File: config.mk
export PLATFORM = sky130hd
export DESIGN_NAME = dmem_subsystem
export DESIGN_NICKNAME = d
export VERILOG_FILES = /design/src/rtl/dmem_pkg.sv /design/src/rtl/dmem_ram.sv /design/src/rtl/dmem_subsystem.sv
export SDC_FILE = /design/constraint.sdc
export NUM_CORES = 2
export LEC_CHECK = 0
export BUFFER_PORTS_ARGS = -buffer_cell sky130_fd_sc_hd__buf_2
export CAP_MARGIN = 25
export CORE_ASPECT_RATIO = 0.6
export CORE_MARGIN = 4
export CORE_UTILIZATION = 45
export CTS_BUF_LIST = sky130_fd_sc_hd__clkbuf_4
export DETAILED_ROUTE_END_ITERATION = 10
export SLEW_MARGIN = 25
export SYNTH_ARGS = -nofsm -noshare
export SYNTH_HDL_FRONTEND = slang
export SYNTH_SLANG_ARGS = --single-unit
File: constraint.sdc
create_clock -name clk -period 4.7 [get_ports clk]
set_clock_uncertainty 0.15 [all_clocks]
set_input_delay 0.94 -clock clk [delete_from_list [all_inputs] [get_ports clk]]
set_output_delay 0.94 -clock clk [all_outputs]
set_load 0.01 [all_outputs]
File: src/rtl/dmem_pkg.sv
// Shared types and constants for the data-memory subsystem.
// Debug FSM encoding, I/O register offsets and address helpers.
package dmem_pkg;

  typedef enum logic [1:0] {
    ST_IDLE = 2'd0,
    ST_WAIT = 2'd1,
    ST_ACK  = 2'd2
  } dbg_state_t;

  localparam logic [31:0] IO_OFF_OUT = 32'd0;
  localparam logic [31:0] IO_OFF_CYC = 32'd4;
  localparam logic [31:0] IO_OFF_CNT = 32'd8;

  function automatic logic [31:0] word_addr(
    input logic [31:0] ad
  );
    return {ad[31:2], 2'b00};
  endfunction

endpackage

File: src/rtl/dmem_ram.sv
// Word RAM: one synchronous write port, two async read ports.
// Contents are never reset.
module dmem_ram #(
  parameter int DEPTH = 64,
  parameter int AW    = $clog2(DEPTH)
) (
  input  logic          clk,
  input  logic          we,
  input  logic [AW-1:0] waddr,
  input  logic [31:0]   wdata,
  input  logic [AW-1:0] raddr_a,
  output logic [31:0]   rdata_a,
  input  logic [AW-1:0] raddr_b,
  output logic [31:0]   rdata_b
);

  logic [31:0] mem [DEPTH];

  always_ff @(posedge clk) begin
    if (we) mem[waddr] <= wdata;
  end

  assign rdata_a = mem[raddr_a];
  assign rdata_b = mem[raddr_b];

endmodule

File: src/rtl/dmem_subsystem.sv
// Data memory with memory-mapped I/O and a four-phase debug port.
// Define DMEM_CYCLE_CNT_EN to build the free-running cycle counter.
module dmem_subsystem
  import dmem_pkg::*;
#(
  parameter int          DEPTH   = 64,
  parameter int          IO_W    = 8,
  parameter logic [31:0] IO_BASE = 32'h0000_0400
) (
  input  logic            clk,
  input  logic            reset,
  input  logic            we,
  input  logic [31:0]     a,
  input  logic [31:0]     wd,
  output logic [31:0]     rd,
  input  logic            dbg_req,
  input  logic            dbg_we,
  input  logic [31:0]     dbg_addr,
  input  logic [31:0]     dbg_wdata,
  output logic            dbg_ack,
  output logic [31:0]     dbg_rdata,
  output logic [IO_W-1:0] io_out
);

  localparam int          AW        = $clog2(DEPTH);
  localparam logic [31:0] RAM_BYTES = 32'(DEPTH * 4);
  localparam logic [31:0] A_OUT     = IO_BASE + IO_OFF_OUT;
  localparam logic [31:0] A_CYC     = IO_BASE + IO_OFF_CYC;
  localparam logic [31:0] A_CNT     = IO_BASE + IO_OFF_CNT;

  dbg_state_t  state;
  logic        lat_we;
  logic [31:0] lat_addr;
  logic [31:0] lat_wdata;
  logic [31:0] txn_cnt;
  logic [31:0] cyc_val;
  logic [31:0] io_ext;

  logic [31:0] core_w;
  logic [31:0] dbg_w;
  logic        core_ram;
  logic        dbg_ram;
  logic        dbg_go;
  logic        ram_we;
  logic [AW-1:0] ram_waddr;
  logic [31:0] ram_wdata;
  logic [31:0] ram_core_rd;
  logic [31:0] ram_dbg_rd;
  logic [31:0] dbg_rd;

  assign core_w   = word_addr(a);
  assign dbg_w    = word_addr(lat_addr);
  assign core_ram = core_w < RAM_BYTES;
  assign dbg_ram  = dbg_w < RAM_BYTES;
  assign io_ext   = 32'(io_out);

  // Debug access only proceeds in a cycle the core leaves idle.
  assign dbg_go = (state == ST_WAIT) && !we && !reset;

  assign ram_we    = (we && core_ram)
                   || (dbg_go && lat_we && dbg_ram);
  assign ram_waddr = we ? a[AW+1:2] : lat_addr[AW+1:2];
  assign ram_wdata = we ? wd : lat_wdata;

  dmem_ram #(
    .DEPTH (DEPTH)
  ) u_ram (
    .clk     (clk),
    .we      (ram_we),
    .waddr   (ram_waddr),
    .wdata   (ram_wdata),
    .raddr_a (a[AW+1:2]),
    .rdata_a (ram_core_rd),
    .raddr_b (lat_addr[AW+1:2]),
    .rdata_b (ram_dbg_rd)
  );

  function automatic logic [31:0] rmux(
    input logic [31:0] w,
    input logic [31:0] ramd,
    input logic [31:0] iod,
    input logic [31:0] cycd,
    input logic [31:0] cntd
  );
    logic [31:0] r;
    r = '0;
    unique case (1'b1)
      (w < RAM_BYTES): r = ramd;
      (w == A_OUT):    r = iod;
      (w == A_CYC):    r = cycd;
      (w == A_CNT):    r = cntd;
      default:         r = '0;
    endcase
    return r;
  endfunction

  always_comb begin
    rd = rmux(core_w, ram_core_rd, io_ext,
              cyc_val, txn_cnt);
  end

  always_comb begin
    dbg_rd = rmux(dbg_w, ram_dbg_rd, io_ext,
                  cyc_val, txn_cnt);
  end

`ifdef DMEM_CYCLE_CNT_EN
  logic [31:0] cyc_cnt;

  always_ff @(posedge clk) begin
    if (reset) cyc_cnt <= '0;
    else       cyc_cnt <= cyc_cnt + 32'd1;
  end

  assign cyc_val = cyc_cnt;
`else
  assign cyc_val = '0;
`endif

  always_ff @(posedge clk) begin
    if (reset) begin
      io_out <= '0;
    end else if (we && core_w == A_OUT) begin
      io_out <= wd[IO_W-1:0];
    end else if (dbg_go && lat_we && dbg_w == A_OUT) begin
      io_out <= lat_wdata[IO_W-1:0];
    end
  end

  always_ff @(posedge clk) begin
    if (reset) begin
      state     <= ST_IDLE;
      dbg_ack   <= 1'b0;
      dbg_rdata <= '0;
      txn_cnt   <= '0;
      lat_we    <= 1'b0;
      lat_addr  <= '0;
      lat_wdata <= '0;
    end else begin
      unique case (state)
        ST_IDLE: begin
          if (dbg_req) begin
            lat_we    <= dbg_we;
            lat_addr  <= dbg_addr;
            lat_wdata <= dbg_wdata;
            state     <= ST_WAIT;
          end
        end
        ST_WAIT: begin
          if (!we) begin
            if (!lat_we) dbg_rdata <= dbg_rd;
            txn_cnt <= txn_cnt + 32'd1;
            dbg_ack <= 1'b1;
            state   <= ST_ACK;
          end
        end
        ST_ACK: begin
          if (!dbg_req) begin
            dbg_ack <= 1'b0;
            state   <= ST_IDLE;
          end
        end
        default: begin
          dbg_ack <= 1'b0;
          state   <= ST_IDLE;
        end
      endcase
    end
  end

endmodule

==> results.txt <==
* Area of the die: ~230000 sq um
- Post-route antenna net violation count: 0
- Summed over all layers, the global routing overflow is 0.
- Register bit count reported by yosys: 2192
- Setup repair after global routing could not meet its margin everywhere.
- Setup tns final: -0.09404 ns
* Input/output buffers: roughly 200
* Largest fanout on the critical path: 13
- The floorplan has 134 rows.
- No sink is reached through more buffers than the 4 on the longest clock path.
- Before antenna repair, the detailed router went through 6 iterations.
- Rel. slew slack: between 20% and 30%
* Total cell area at the placement stage: about 110000 sq um
* R2r setup slk: approximately 0.74 ns
- First-pass GRT wire length: 505.0 mm
* Final estimated routing congestion in global placement: about 0.89
- Highest attainable clock frequency: 0.2086 GHz
* Number of nets in the layout: roughly 6300
- The worst setup path is launched from an input pin.
- Summing every instance area after synthesis gives between 100000 and 150000 sq um.
- Synthesis produced a netlist whose cell count is approximately 5200.
* Status: finished with violations
- Commonest cells after routing, fill and taps aside: edfxtp_1, mux4_2, clkbuf_4, buf_4, mux2i_1
- Sequential area share after synthesis: roughly 64%
- The checks that failed: setup timing.
- Entering global routing, the biggest net connects 75 pins.
* Minimum period implied by the final worst setup slack: roughly 4.8 ns
- Leading cell types by total area after synthesis: edfxtp_1, mux4_2, dfxtp_1, mux2i_1, a22oi_1
* Critical Path Sink Type: output port
- Fin crit share: 102.0%
* Most area-hungry cell type in the Yosys netlist: edfxtp_1
* Net count after synthesis: ~5300
* Via count: roughly 65000
- Clock net sink count: between 2000 and 2500
- For this configuration, the core starts out at a cell density of ~45%.
* Clk Tree Root Cell: clkbuf_4
* Growth of design area from synthesis to finish: 17.57%
* Share of the synthesized area in the top cell type: about 61%
* Cell leakage power: 38.11 nW
* Setup violations, final: 1
- Overall die height: ~370 um
- Commonest non-fill, non-tap cell in the layout: edfxtp_1
* Total of warnings raised by yosys: 0
- After detailed routing, the number of remaining DRC violations is 0.
- Counting the buffers created by CTS gives about 540.
- Worst hold path type: input pin to flop
* Number of flops mapped to enable cells by yosys: between 2000 and 2500
- Number of filler instances in the final layout: about 18000
- Area of all placed cells without fillers: approximately 120000 sq um
* Count of final max-slew check failures: 0
- Source-to-sink clock delay at the later pin of the worst-skew pair: between 1 and 1.5 ns
- Design Power: between 40 and 50 mW
* Min setup slack post-route: -0.09404 ns
- Slew at the pin closest to its max-slew limit: around 1.2 ns
- Fraction of layout instances using a drive strength above 1: 43.50%
- Average instance area after synthesis: 19.32 sq um
- Across the VDD grid, the largest voltage drop is roughly 0.22 mV.
- The number of global-route vias before repair is roughly 63000.
- Most instantiated flip-flop cell in the synthesis netlist: edfxtp_1
- Share of async-settable or async-resettable flops after synthesis: 0%
- Cell area power density: 358.0 nW/um^2
- The routed design has between 300 and 400 mm of wire.
- Number of levels in the clock H-tree: 6
- Required time of the critical path: between 3 and 4 ns
- Post-detail-place hpwl: approximately 230 mm
- After the first detailed-routing iteration, the DRC count stood at 11102.
- The floorplan step defined a core boundary enclosing about 220000 sq um.
- Distinct cell type count after synthesis: 65
- Across the run, the number of max-cap violations was 0.
* TritonCTS clock tree: yes
- The worst setup path is of the input pin to output port kind.
- The number of hold-slack violations in the final timing report came to 0.
- about 210 I/O pins were placed.
- Dividing the detail-routed wire length by the instance count gives 38.74 um.
- Average via count per standard cell: between 6 and 7
* Initial antenna violation count: 26
* Clock edge transition at the registers on the reported setup and hold paths: ~0.060 ns
- Across every metal layer, demand over resource in global routing totals between 30% and 40%.
- Data arrival, critical path: roughly 3.7 ns
* Die width: 618.5 um
==> stage by stage <==
step	setup WS, ns	util (%)	hold slack (ns)	std cells
final	-0.09404	53.21	0.08664	9545
after global routing	-0.06837	53.21	0.02748	9540
after CTS	0.004182	53.05	0.001283	9528
after detailed placement	-0.4390	49.54	0.2964	8518
after global placement	-0.4765	49.51	0.2895	8516
after floorplan	0.3573	-	0.2838	5209
==> layer usage <==
layer  wire length (um)  up-vias  track usage, %
met4              16100       10           12.64
met3              55990      817           11.01
met1             138700    33749           44.77
met2             158900     5383           44.44
met5                 71        -          0.1446
li1                   -    24626               -
==> Yosys cell counts (all sizes together), types with 17 or more instances <==
cell and instances:
edfxtp 2048, mux4 1071, nor2 206, o22ai 72
nor3 31, a21oi 152, mux2i 276, xor2 19
a211oi 46, o311ai 22, mux2 40, dfxtp 144
clkbuf 190, a22oi 162, nor2b 20, nand3 25
buf 221, nand2 209, nor4 17, o21ai 37
and2 30, a311oi 24
==> report_power, final <==
part	switching (mW)	total (mW)	internal [mW]
Sequential	0.0976	21.6	21.5
Clock	8.08	16.5	8.46
Combinational	2.47	4.18	1.70
Total	10.7	42.3	31.7
==> critical path, stage by stage <==
cell and delay [ns]:
buf_16 0.19, buf_16 0.21, buf_4 0.15, buf_12 0.12, mux4_2 0.52, mux2i_1 0.16
o22ai_1 0.15, nor4_4 0.53, buf_4 0.20, o22a_1 0.13, nor2_1 0.12, buf_2 0.18
==> repair_timing <==
action	in CTS	in global routing
hold buffers	70	0
gates cloned	0	1
resized for setup	50	43
hold endpoints to repair	76	0
setup endpoints to repair	24	25
pin swaps	13	15
setup buffers	2	8
==> kinds of logic (layout without fill, tap and decap cells) <==
| family | count (synthesis) | count (layout) | synth area share [%] |
|---|---|---|---|
| AO/OA/AOI/OAI | 577 | 577 | 3.843 |
| XOR/XNOR | 27 | 27 | 0.2350 |
| adder cells (fa/ha/maj) | 1 | 1 | 0.01243 |
| buffers and inverters | 420 | 1754 | 2.011 |
| flip-flops | 2192 | 2192 | 63.99 |
| multiplexers | 1387 | 1387 | 27.17 |
| other | 0 | 10 | 0 |
| AND/OR/NAND/NOR | 605 | 605 | 2.745 |
==> sequential cells by signal (all words and copies together), names as in the netlist, named ones only <==
name and count:
dbg_ack 1, dbg_rdata 32, io_out 8, lat_addr 30
lat_wdata 32, lat_we 1, state 2, txn_cnt 32
u_ram.mem 2048
==> path summary, 6_finish.rpt <==
check | startpoint | end | depth (start not counted)
worst max-delay path | a[2] | rd[19] | 12
worst max register to register | flop | dbg_rdata[21]$_SDFFE_PP0P_ | 8
worst min-delay path | wd[5] | io_out[5]$_SDFFE_PP0P_ | 3
worst min register to register | lat_wdata[27]$_SDFFE_PP0P_ | lat_wdata[27]$_SDFFE_PP0P_ | 2
==> cell type report <==
cell class / instances / area, sq um / share of cell area (%)
flip-flops and latches: 2192 / 64400 / 54.44
multi-input cells: 2597 / 35180 / 29.74
inverters: 9 / 36.28 / 0.03067
clock buffers: 780 / 5856 / 4.950
diodes: 10 / 25.02 / 0.02115
clock inverters: 159 / 1049 / 0.8863
well taps: 2992 / 3744 / 3.165
repair buffers: 806 / 8009 / 6.770
Power figures use the tool's default switching activity.
